**src/rtl/uart_transceiver_core_if.sv**
```systemverilog
// Byte-level side of the UART transceiver: received byte/strobes and transmit request.
// master = byte-level client (console printer, register file), slave = the transceiver core.
interface uart_transceiver_core_if;
  logic [7:0] rx_data;
  logic       rx_done;
  logic       rx_break;
  logic [7:0] tx_data;
  logic       tx_wr;
  logic       tx_done;

  modport master (
    input  rx_data, rx_done, rx_break, tx_done,
    output tx_data, tx_wr
  );

  modport slave (
    output rx_data, rx_done, rx_break, tx_done,
    input  tx_data, tx_wr
  );
endinterface

```
**src/rtl/uart_transceiver_core.sv**
```systemverilog
// Full-duplex 8N1 UART, 16x oversampling, runtime baud divisor.
// Optional build macro UART_RX_GLITCH_FILTER_EN: 2-of-3 majority voting on every RX bit.
module uart_transceiver_core (
  input  logic                    sys_clk,
  input  logic                    sys_rst,
  input  logic                    uart_rx,
  output logic                    uart_tx,
  input  logic [15:0]             divisor,
  uart_transceiver_core_if.slave  bus
);

  typedef enum logic [1:0] {ST_IDLE, ST_START, ST_DATA, ST_STOP} uart_st_e;

  // Oversample tick generator
  logic [15:0] tick_cnt;
  logic        tick;

  assign tick = (tick_cnt == 16'd0);

  always_ff @(posedge sys_clk) begin
    if (sys_rst)
      tick_cnt <= 16'd0;
    else if (tick)
      tick_cnt <= (divisor == 16'd0) ? 16'd0 : divisor - 16'd1;
    else
      tick_cnt <= tick_cnt - 16'd1;
  end

  // RX input synchroniser and falling-edge detect
  logic rx_meta, rx_sync, rx_prev;

  always_ff @(posedge sys_clk) begin
    if (sys_rst) begin
      rx_meta <= 1'b1;
      rx_sync <= 1'b1;
      rx_prev <= 1'b1;
    end else begin
      rx_meta <= uart_rx;
      rx_sync <= rx_meta;
      rx_prev <= rx_sync;
    end
  end

  uart_st_e    rx_state, rx_state_nxt;
  logic [3:0]  rx_phase;
  logic [2:0]  rx_bit_cnt;
  logic [7:0]  rx_shift;
  logic        rx_bit, rx_fall, rx_decide;
  logic        rx_start_clr, rx_shift_en, rx_commit, rx_brk;

`ifdef UART_RX_GLITCH_FILTER_EN
  // Phase is pre-loaded to 1 so the phase-8 vote lands on the same tick as the unfiltered decision.
  localparam logic [3:0] RX_PH_INIT   = 4'd1;
  localparam logic [3:0] RX_DECIDE_PH = 4'd8;

  logic rx_samp6, rx_samp7;

  function automatic logic maj3(input logic a, input logic b, input logic c);
    return (a & b) | (a & c) | (b & c);
  endfunction

  always_ff @(posedge sys_clk) begin
    if (tick && rx_phase == 4'd6) rx_samp6 <= rx_sync;
    if (tick && rx_phase == 4'd7) rx_samp7 <= rx_sync;
  end

  assign rx_bit = maj3(rx_samp6, rx_samp7, rx_sync);
`else
  localparam logic [3:0] RX_PH_INIT   = 4'd0;
  localparam logic [3:0] RX_DECIDE_PH = 4'd7;

  assign rx_bit = rx_sync;
`endif

  assign rx_fall   = rx_prev & ~rx_sync;
  assign rx_decide = tick && (rx_phase == RX_DECIDE_PH);

  always_ff @(posedge sys_clk) begin
    if (sys_rst) rx_state <= ST_IDLE;
    else         rx_state <= rx_state_nxt;
  end

  always_comb begin
    rx_state_nxt = rx_state;
    case (rx_state)
      ST_IDLE:  if (rx_fall) rx_state_nxt = ST_START;
      ST_START: if (rx_decide) rx_state_nxt = rx_bit ? ST_IDLE : ST_DATA;
      ST_DATA:  if (rx_decide && rx_bit_cnt == 3'd7) rx_state_nxt = ST_STOP;
      ST_STOP:  if (rx_decide) rx_state_nxt = ST_IDLE;
      default:  rx_state_nxt = ST_IDLE;
    endcase
  end

  always_comb begin
    rx_start_clr = 1'b0;
    rx_shift_en  = 1'b0;
    rx_commit    = 1'b0;
    rx_brk       = 1'b0;
    case (rx_state)
      ST_IDLE: rx_start_clr = rx_fall;
      ST_DATA: rx_shift_en  = rx_decide;
      ST_STOP: begin
        rx_commit = rx_decide & rx_bit;
        rx_brk    = rx_decide & ~rx_bit & (rx_shift == 8'h00);
      end
      default: ;
    endcase
  end

  always_ff @(posedge sys_clk) begin
    if (sys_rst) begin
      rx_phase   <= 4'd0;
      rx_bit_cnt <= 3'd0;
    end else begin
      if (rx_start_clr)  rx_phase <= RX_PH_INIT;
      else if (tick)     rx_phase <= rx_phase + 4'd1;
      if (rx_start_clr)     rx_bit_cnt <= 3'd0;
      else if (rx_shift_en) rx_bit_cnt <= rx_bit_cnt + 3'd1;
    end
  end

  // LSB arrives first, so bits enter at the top and move down
  always_ff @(posedge sys_clk) begin
    if (rx_shift_en) rx_shift <= {rx_bit, rx_shift[7:1]};
  end

  always_ff @(posedge sys_clk) begin
    if (sys_rst) begin
      bus.rx_data  <= 8'h00;
      bus.rx_done  <= 1'b0;
      bus.rx_break <= 1'b0;
    end else begin
      bus.rx_done  <= rx_commit;
      bus.rx_break <= rx_brk;
      if (rx_commit) bus.rx_data <= rx_shift;
    end
  end

  // TX engine
  uart_st_e    tx_state, tx_state_nxt;
  logic        tx_pend;
  logic [3:0]  tx_phase;
  logic [2:0]  tx_bit_cnt;
  logic [7:0]  tx_shift;
  logic        tx_bit_end, tx_accept, tx_launch, tx_shift_en, tx_finish, tx_line_d;

  assign tx_bit_end = tick && (tx_phase == 4'd15);

  always_ff @(posedge sys_clk) begin
    if (sys_rst) tx_state <= ST_IDLE;
    else         tx_state <= tx_state_nxt;
  end

  always_comb begin
    tx_state_nxt = tx_state;
    case (tx_state)
      ST_IDLE:  if (tx_pend && tick) tx_state_nxt = ST_START;
      ST_START: if (tx_bit_end) tx_state_nxt = ST_DATA;
      ST_DATA:  if (tx_bit_end && tx_bit_cnt == 3'd7) tx_state_nxt = ST_STOP;
      ST_STOP:  if (tx_bit_end) tx_state_nxt = ST_IDLE;
      default:  tx_state_nxt = ST_IDLE;
    endcase
  end

  // Line level is derived from the next state so it switches together with the FSM
  always_comb begin
    tx_accept   = 1'b0;
    tx_launch   = 1'b0;
    tx_shift_en = 1'b0;
    tx_finish   = 1'b0;
    case (tx_state)
      ST_IDLE: begin
        tx_accept = bus.tx_wr & ~tx_pend;
        tx_launch = tx_pend & tick;
      end
      ST_DATA: tx_shift_en = tx_bit_end;
      ST_STOP: tx_finish   = tx_bit_end;
      default: ;
    endcase
    case (tx_state_nxt)
      ST_START: tx_line_d = 1'b0;
      ST_DATA:  tx_line_d = tx_shift_en ? tx_shift[1] : tx_shift[0];
      default:  tx_line_d = 1'b1;
    endcase
  end

  always_ff @(posedge sys_clk) begin
    if (sys_rst) begin
      tx_pend     <= 1'b0;
      tx_phase    <= 4'd0;
      tx_bit_cnt  <= 3'd0;
      uart_tx     <= 1'b1;
      bus.tx_done <= 1'b0;
    end else begin
      if (tx_accept)      tx_pend <= 1'b1;
      else if (tx_launch) tx_pend <= 1'b0;
      if (tx_launch)      tx_phase <= 4'd0;
      else if (tick)      tx_phase <= tx_phase + 4'd1;
      if (tx_launch)        tx_bit_cnt <= 3'd0;
      else if (tx_shift_en) tx_bit_cnt <= tx_bit_cnt + 3'd1;
      uart_tx     <= tx_line_d;
      bus.tx_done <= tx_finish;
    end
  end

  always_ff @(posedge sys_clk) begin
    if (tx_accept)        tx_shift <= bus.tx_data;
    else if (tx_shift_en) tx_shift <= {1'b0, tx_shift[7:1]};
  end

endmodule

```
**src/flat_wrapper.sv**
```systemverilog
// flat-port wrapper written by rule: the top's interface ports become plain ports
module uart_transceiver_core_flat 
  (sys_clk, sys_rst, uart_rx, uart_tx, divisor, bus_rx_data, bus_rx_done, bus_rx_break, bus_tx_done, bus_tx_data, bus_tx_wr);
  uart_transceiver_core_if bus_i ();
  input  logic sys_clk;
  input  logic sys_rst;
  input  logic uart_rx;
  output logic uart_tx;
  input  logic [15:0] divisor;
  output wire logic [$bits(bus_i.rx_data)-1:0] bus_rx_data;
  output wire logic [$bits(bus_i.rx_done)-1:0] bus_rx_done;
  output wire logic [$bits(bus_i.rx_break)-1:0] bus_rx_break;
  output wire logic [$bits(bus_i.tx_done)-1:0] bus_tx_done;
  input wire logic [$bits(bus_i.tx_data)-1:0] bus_tx_data;
  input wire logic [$bits(bus_i.tx_wr)-1:0] bus_tx_wr;
  assign bus_rx_data = bus_i.rx_data;
  assign bus_rx_done = bus_i.rx_done;
  assign bus_rx_break = bus_i.rx_break;
  assign bus_tx_done = bus_i.tx_done;
  assign bus_i.tx_data = bus_tx_data;
  assign bus_i.tx_wr = bus_tx_wr;
  uart_transceiver_core u_core (.sys_clk(sys_clk), .sys_rst(sys_rst), .uart_rx(uart_rx), .uart_tx(uart_tx), .divisor(divisor), .bus(bus_i));
endmodule
```
**config.mk**
```make
export PLATFORM = sky130hd
export DESIGN_NAME = uart_transceiver_core_flat
export DESIGN_NICKNAME = d
export VERILOG_FILES = /design/src/rtl/uart_transceiver_core_if.sv /design/src/rtl/uart_transceiver_core.sv /design/src/flat_wrapper.sv
export SDC_FILE = /design/constraint.sdc
export NUM_CORES = 1
export LEC_CHECK = 0
export ABC_CLOCK_PERIOD_IN_PS = 2300
export CAP_MARGIN = 30
export CORE_ASPECT_RATIO = 0.7
export CORE_MARGIN = 2
export CORE_UTILIZATION = 35
export CTS_CLUSTER_DIAMETER = 200
export DETAILED_ROUTE_END_ITERATION = 8
export PLACE_DENSITY = 0.63
export SLEW_MARGIN = 20
export SYNTH_ARGS = -nofsm -noshare
export SYNTH_HDL_FRONTEND = slang
export SYNTH_SLANG_ARGS = --single-unit
```
**constraint.sdc**
```tcl
create_clock -name sys_clk -period 2.3 [get_ports sys_clk]
set_input_delay 0.46 -clock sys_clk [delete_from_list [all_inputs] [get_ports sys_clk]]
set_output_delay 0.46 -clock sys_clk [all_outputs]
set_load 0.1 [all_outputs]
```
==> summary.log <==
[layout] post-route core utilization 47.1%
[synthesis] number of storage elements in the synthesis netlist 66
[synthesis] post-synthesis cell count 326
[floorplan] ports placed on the boundary 40
[setup_path] path depth of the worst reg2reg path 9
[setup_path] largest fanout on the critical path 11
[synthesis] count of flip-flops with a built-in enable after synthesis 16
[floorplan] die width 118 microns
[power_and_ir_drop] share of power burned in the clock network 29.6%
[clock_network] Max H-tree Level 3
[sta] worst setup slack after layout 0.131 ns
[grt] wire length of the first global-routing pass 12.2 mm
[synthesis] sequential-to-total area share from yosys stat 46.2%
[setup_path] Required @ worst endpoint 2.50 ns
[min_path] Min-Delay Path Depth 1
[clock_network] # Post-CTS Setup Buffers 0
[run] number of maximum-capacitance constraint violations 0
[floorplan] num rows 29
[setup_path] element type at the critical path start register
[power_and_ir_drop] Cell Int Power 2.66 mW
[synthesis] Cell variety after synth 53
[routing] number of search-and-repair iterations in the first detailed-routing pass 4
[clock_network] # hold bufs at CTS 0
[min_path] worst min-delay path endpoint u_core.rx_bit
[clock_network] CTS Buf Count 9
[sta] highest clock rate 461 MHz
[setup_path] worst reg2reg startpoint u_core.tick_cnt[0]
[floorplan] Die H 84.1 microns
[clock_network] clock buffer depth 2
[grt] aggregate global-route resource usage 15.6%
[sta] Final Hold Viols 0
[synthesis] largest cells by area after synthesis dfxtp_1 31%, edfxtp_1 15%, xnor2_1 6.6%
[layout] Inserted Diodes 0
[power_and_ir_drop] Total Power 4.01 mW
[layout] area occupied by multi-input gates 0.00167 sq mm
[layout] final net count 441
[floorplan] Core ar. 0.00900 sq mm
[synthesis] proportion of synthesized flip-flops having asynchronous set or reset 0%
[sta] setup total negative slack 0 ns
[power_and_ir_drop] leakage power figure 1.58 nW
[routing] number of remaining DRC errors 0
[power_and_ir_drop] proportion of power drawn by combinational gates 33.2%
[sta] setup repair after global routing missed its margin false
[routing] Via-to-Cell Ratio 4.97
[sta] final clock period utilization by the worst path 94.3%
[power_and_ir_drop] net switching fraction of the power 33.5%
[clock_network] number of sinks handled by clock tree synthesis 66
[synthesis] top-area cell type share of the netlist area 31.2%
[power_and_ir_drop] switching power total 1.34 mW
[grt] maximum number of pins on one net before global-route repair 23
[clock_network] clock-pin slew reported for the worst setup and hold paths after clock tree synthesis 0.05 ns
[layout] number of filler instances in the final layout 890
[synthesis] Post-Synthesis Mean Instance Area 9.83 sq um
[layout] proportion of layout cells with a drive suffix above 1 20.5%
[grt] vias in the first global route 2617
[layout] area occupied by registers 0.00148 sq mm
[routing] drt first-iter violations 166
[synthesis] Post-Syn Nets 363
[sta] number of setup violations in the final report 0
[floorplan] area enclosed by the die boundary 0.00995 sq mm
[setup_path] Crit path arrival time 2.37 ns
[min_path] hold path startpoint u_core.rx_meta
[clock_network] post-cts repair resize count 0
[power_and_ir_drop] share of power burned in registers 37.2%
[place] Port-buffer cells 39
[grt] initial antenna violation count 0
[sta] number of max-slew violations in the final report 0
[routing] routed length per instance 13.5 microns
[synthesis] leading area contributor after synthesis dfxtp_1
[place] placed wire-length estimate after detailed placement 5.35 mm
[place] DP Worst Slack -0.140 ns
[clock_network] buffer cell driving the clock tree root clkbuf_16
[routing] number of nets with antenna violations after detailed routing 0
[synthesis] predominant post-synthesis flop cell dfxtp_1
[grt] final global-route overflow total 0
[sta] Rel. slew slack 64.6%
[synthesis] netlist area before placement 0.00321 sq mm
[clock_network] clock insertion delay at the later pin of the skew report 0.34 ns
[sta] actual slew at the worst max-slew pin 0.527 ns
[outcome] outcome completed
[setup_path] register-to-register setup slack 0.13 ns
[place] final RePlAce weighted congestion 0.860
[clock_network] CTS tree done
[synthesis] Synthesis Warnings 0
[sta] final clock skew 0.00385 ns
[layout] most used cells in the layout excluding fill and tap cells 50 x dfxtp_1, 47 x buf_4, 44 x nor2_1
[min_path] worst hold path type register to register
[routing] total length of routed wires 7.19 mm
[floorplan] Initial Utilization 35.6%
[routing] Vias 2650
[setup_path] Setup CP Type register to register
[layout] Syn-to-layout area delta 32.4%
[sta] crit path time final 2.17 ns
[setup_path] reg-to-reg critical path endpoint u_core.rx_bit_cnt[1]
[power_and_ir_drop] peak supply drop 0.000432 V
[layout] leading cell type in the layout, fill and taps excluded dfxtp_1
[setup_path] endpoint type of the worst setup path register
[power_and_ir_drop] Power Density 944 mW/mm^2
[area by class of cell]
cell class,count,share of cell area (%)
well taps,124,3.66
repair buffers,76,15.6
multi-input cells,246,39.4
clock inverters,5,0.501
inverters,5,0.442
flip-flops and latches,66,34.9
clock buffers,11,5.49
[power groups by stage]
| stage | Clock, mW | Combinational (mW) | Sequential, mW |
|---|---|---|---|
| 2_1_floorplan | 0 | 0.869 | 1.50 |
| 3_3_place_gp | 0 | 1.30 | 1.50 |
| 3_5_place_dp | 0 | 1.32 | 1.51 |
| 4_1_cts | 1.22 | 1.33 | 1.49 |
| 5_1_grt | 1.26 | 1.47 | 1.51 |
| 6_report | 1.19 | 1.33 | 1.49 |
[layer usage]
| metal | part of all wire, % | global-route usage (%) | wire length [microns] |
|---|---|---|---|
| met1 | 48 | 19.6 | 3460 |
| met2 | 46 | 24.3 | 3290 |
| met3 | 4.8 | 5.74 | 343 |
| met4 | 1.4 | 6.39 | 100 |
| met5 | 0 | 0 | 0 |
[cell usage after synthesis (all sizes together) (2+ instances only)]
library cell / count
dfxtp: 50
nand4: 5
nor3b: 4
nor4: 11
edfxtp: 16
or4: 4
a22oi: 3
mux2i: 15
ha: 9
mux2: 7
xnor2: 24
or3: 6
nand2: 23
a21oi: 16
nand3b: 5
and4: 2
and3: 4
nor3: 19
nor2: 45
o31ai: 2
xor2: 5
a31oi: 2
o21ai: 6
inv: 5
clkbuf: 8
or2: 4
nand3: 11
[through the flow]
stage / instances / hold WS (ns) / cell area [sq um]
2_1_floorplan: 326 / 0.389 / 3210
3_3_place_gp: 517 / 0.399 / 3990
3_5_place_dp: 517 / 0.409 / 3990
4_1_cts: 533 / 0.433 / 4240
5_1_grt: 533 / 0.467 / 4240
6_report: 533 / 0.431 / 4240
[how the worst max path moves through the flow]
stage / start / depth (start not counted) / end / slack (ns)
2_1_floorplan: u_core.tick_cnt[0] / 7 / u_core.rx_bit_cnt[1] / 0.10
3_3_place_gp: divisor[9] / 6 / u_core.tick_cnt[13] / -0.12
3_5_place_dp: divisor[8] / 7 / u_core.tick_cnt[3] / -0.14
4_1_cts: u_core.tick_cnt[0] / 9 / u_core.rx_bit_cnt[1] / 0.13
5_1_grt: u_core.tick_cnt[0] / 9 / u_core.bus.rx_data[5] / 0.02
6_report: u_core.tick_cnt[0] / 9 / u_core.rx_bit_cnt[1] / 0.13
[flip-flops by register name, indices dropped and copies added, names as in the netlist, named ones only]
name                 flops
u_core.tick_cnt         16
u_core.bus.rx_data       8
u_core.rx_shift          8
u_core.tx_shift          8
u_core.rx_phase          4
u_core.tx_phase          4
u_core.rx_bit_cnt        3
u_core.tx_bit_cnt        3
u_core.tx_state          2
u_core.bus.rx_break      1
u_core.bus.rx_done       1
u_core.bus.tx_done       1
u_core.rx_bit            1
u_core.rx_meta           1
u_core.rx_prev           1
u_core.rx_state          1
u_core.tx_pend           1
u_core.uart_tx           1
[worst max-delay path, stage by stage, from the launching register on]
cell and delay [ns]:
dfxtp_1 0.33, inv_1 0.08, ha_1 0.19, nor3b_2 0.37
nand4_2 0.22, buf_4 0.22, nor3_2 0.22, buf_12 0.17
mux2i_1 0.19, nor2_1 0.06
[cell families (layout without fill, tap and decap cells)]
group                      after synthesis  after routing  share of synthesized area (%)
adders and majority gates                9              9                           3.51
muxes                                   22             22                           7.14
and+or+nand+nor                        149            149                           26.3
AOI/OAI and AO/OA                       37             37                           7.18
xor gates and xnor gates                29             29                           7.92
DFF                                     66             66                           46.2
buffers and inverters                   14             97                           1.68
Power figures use the tool's default switching activity.
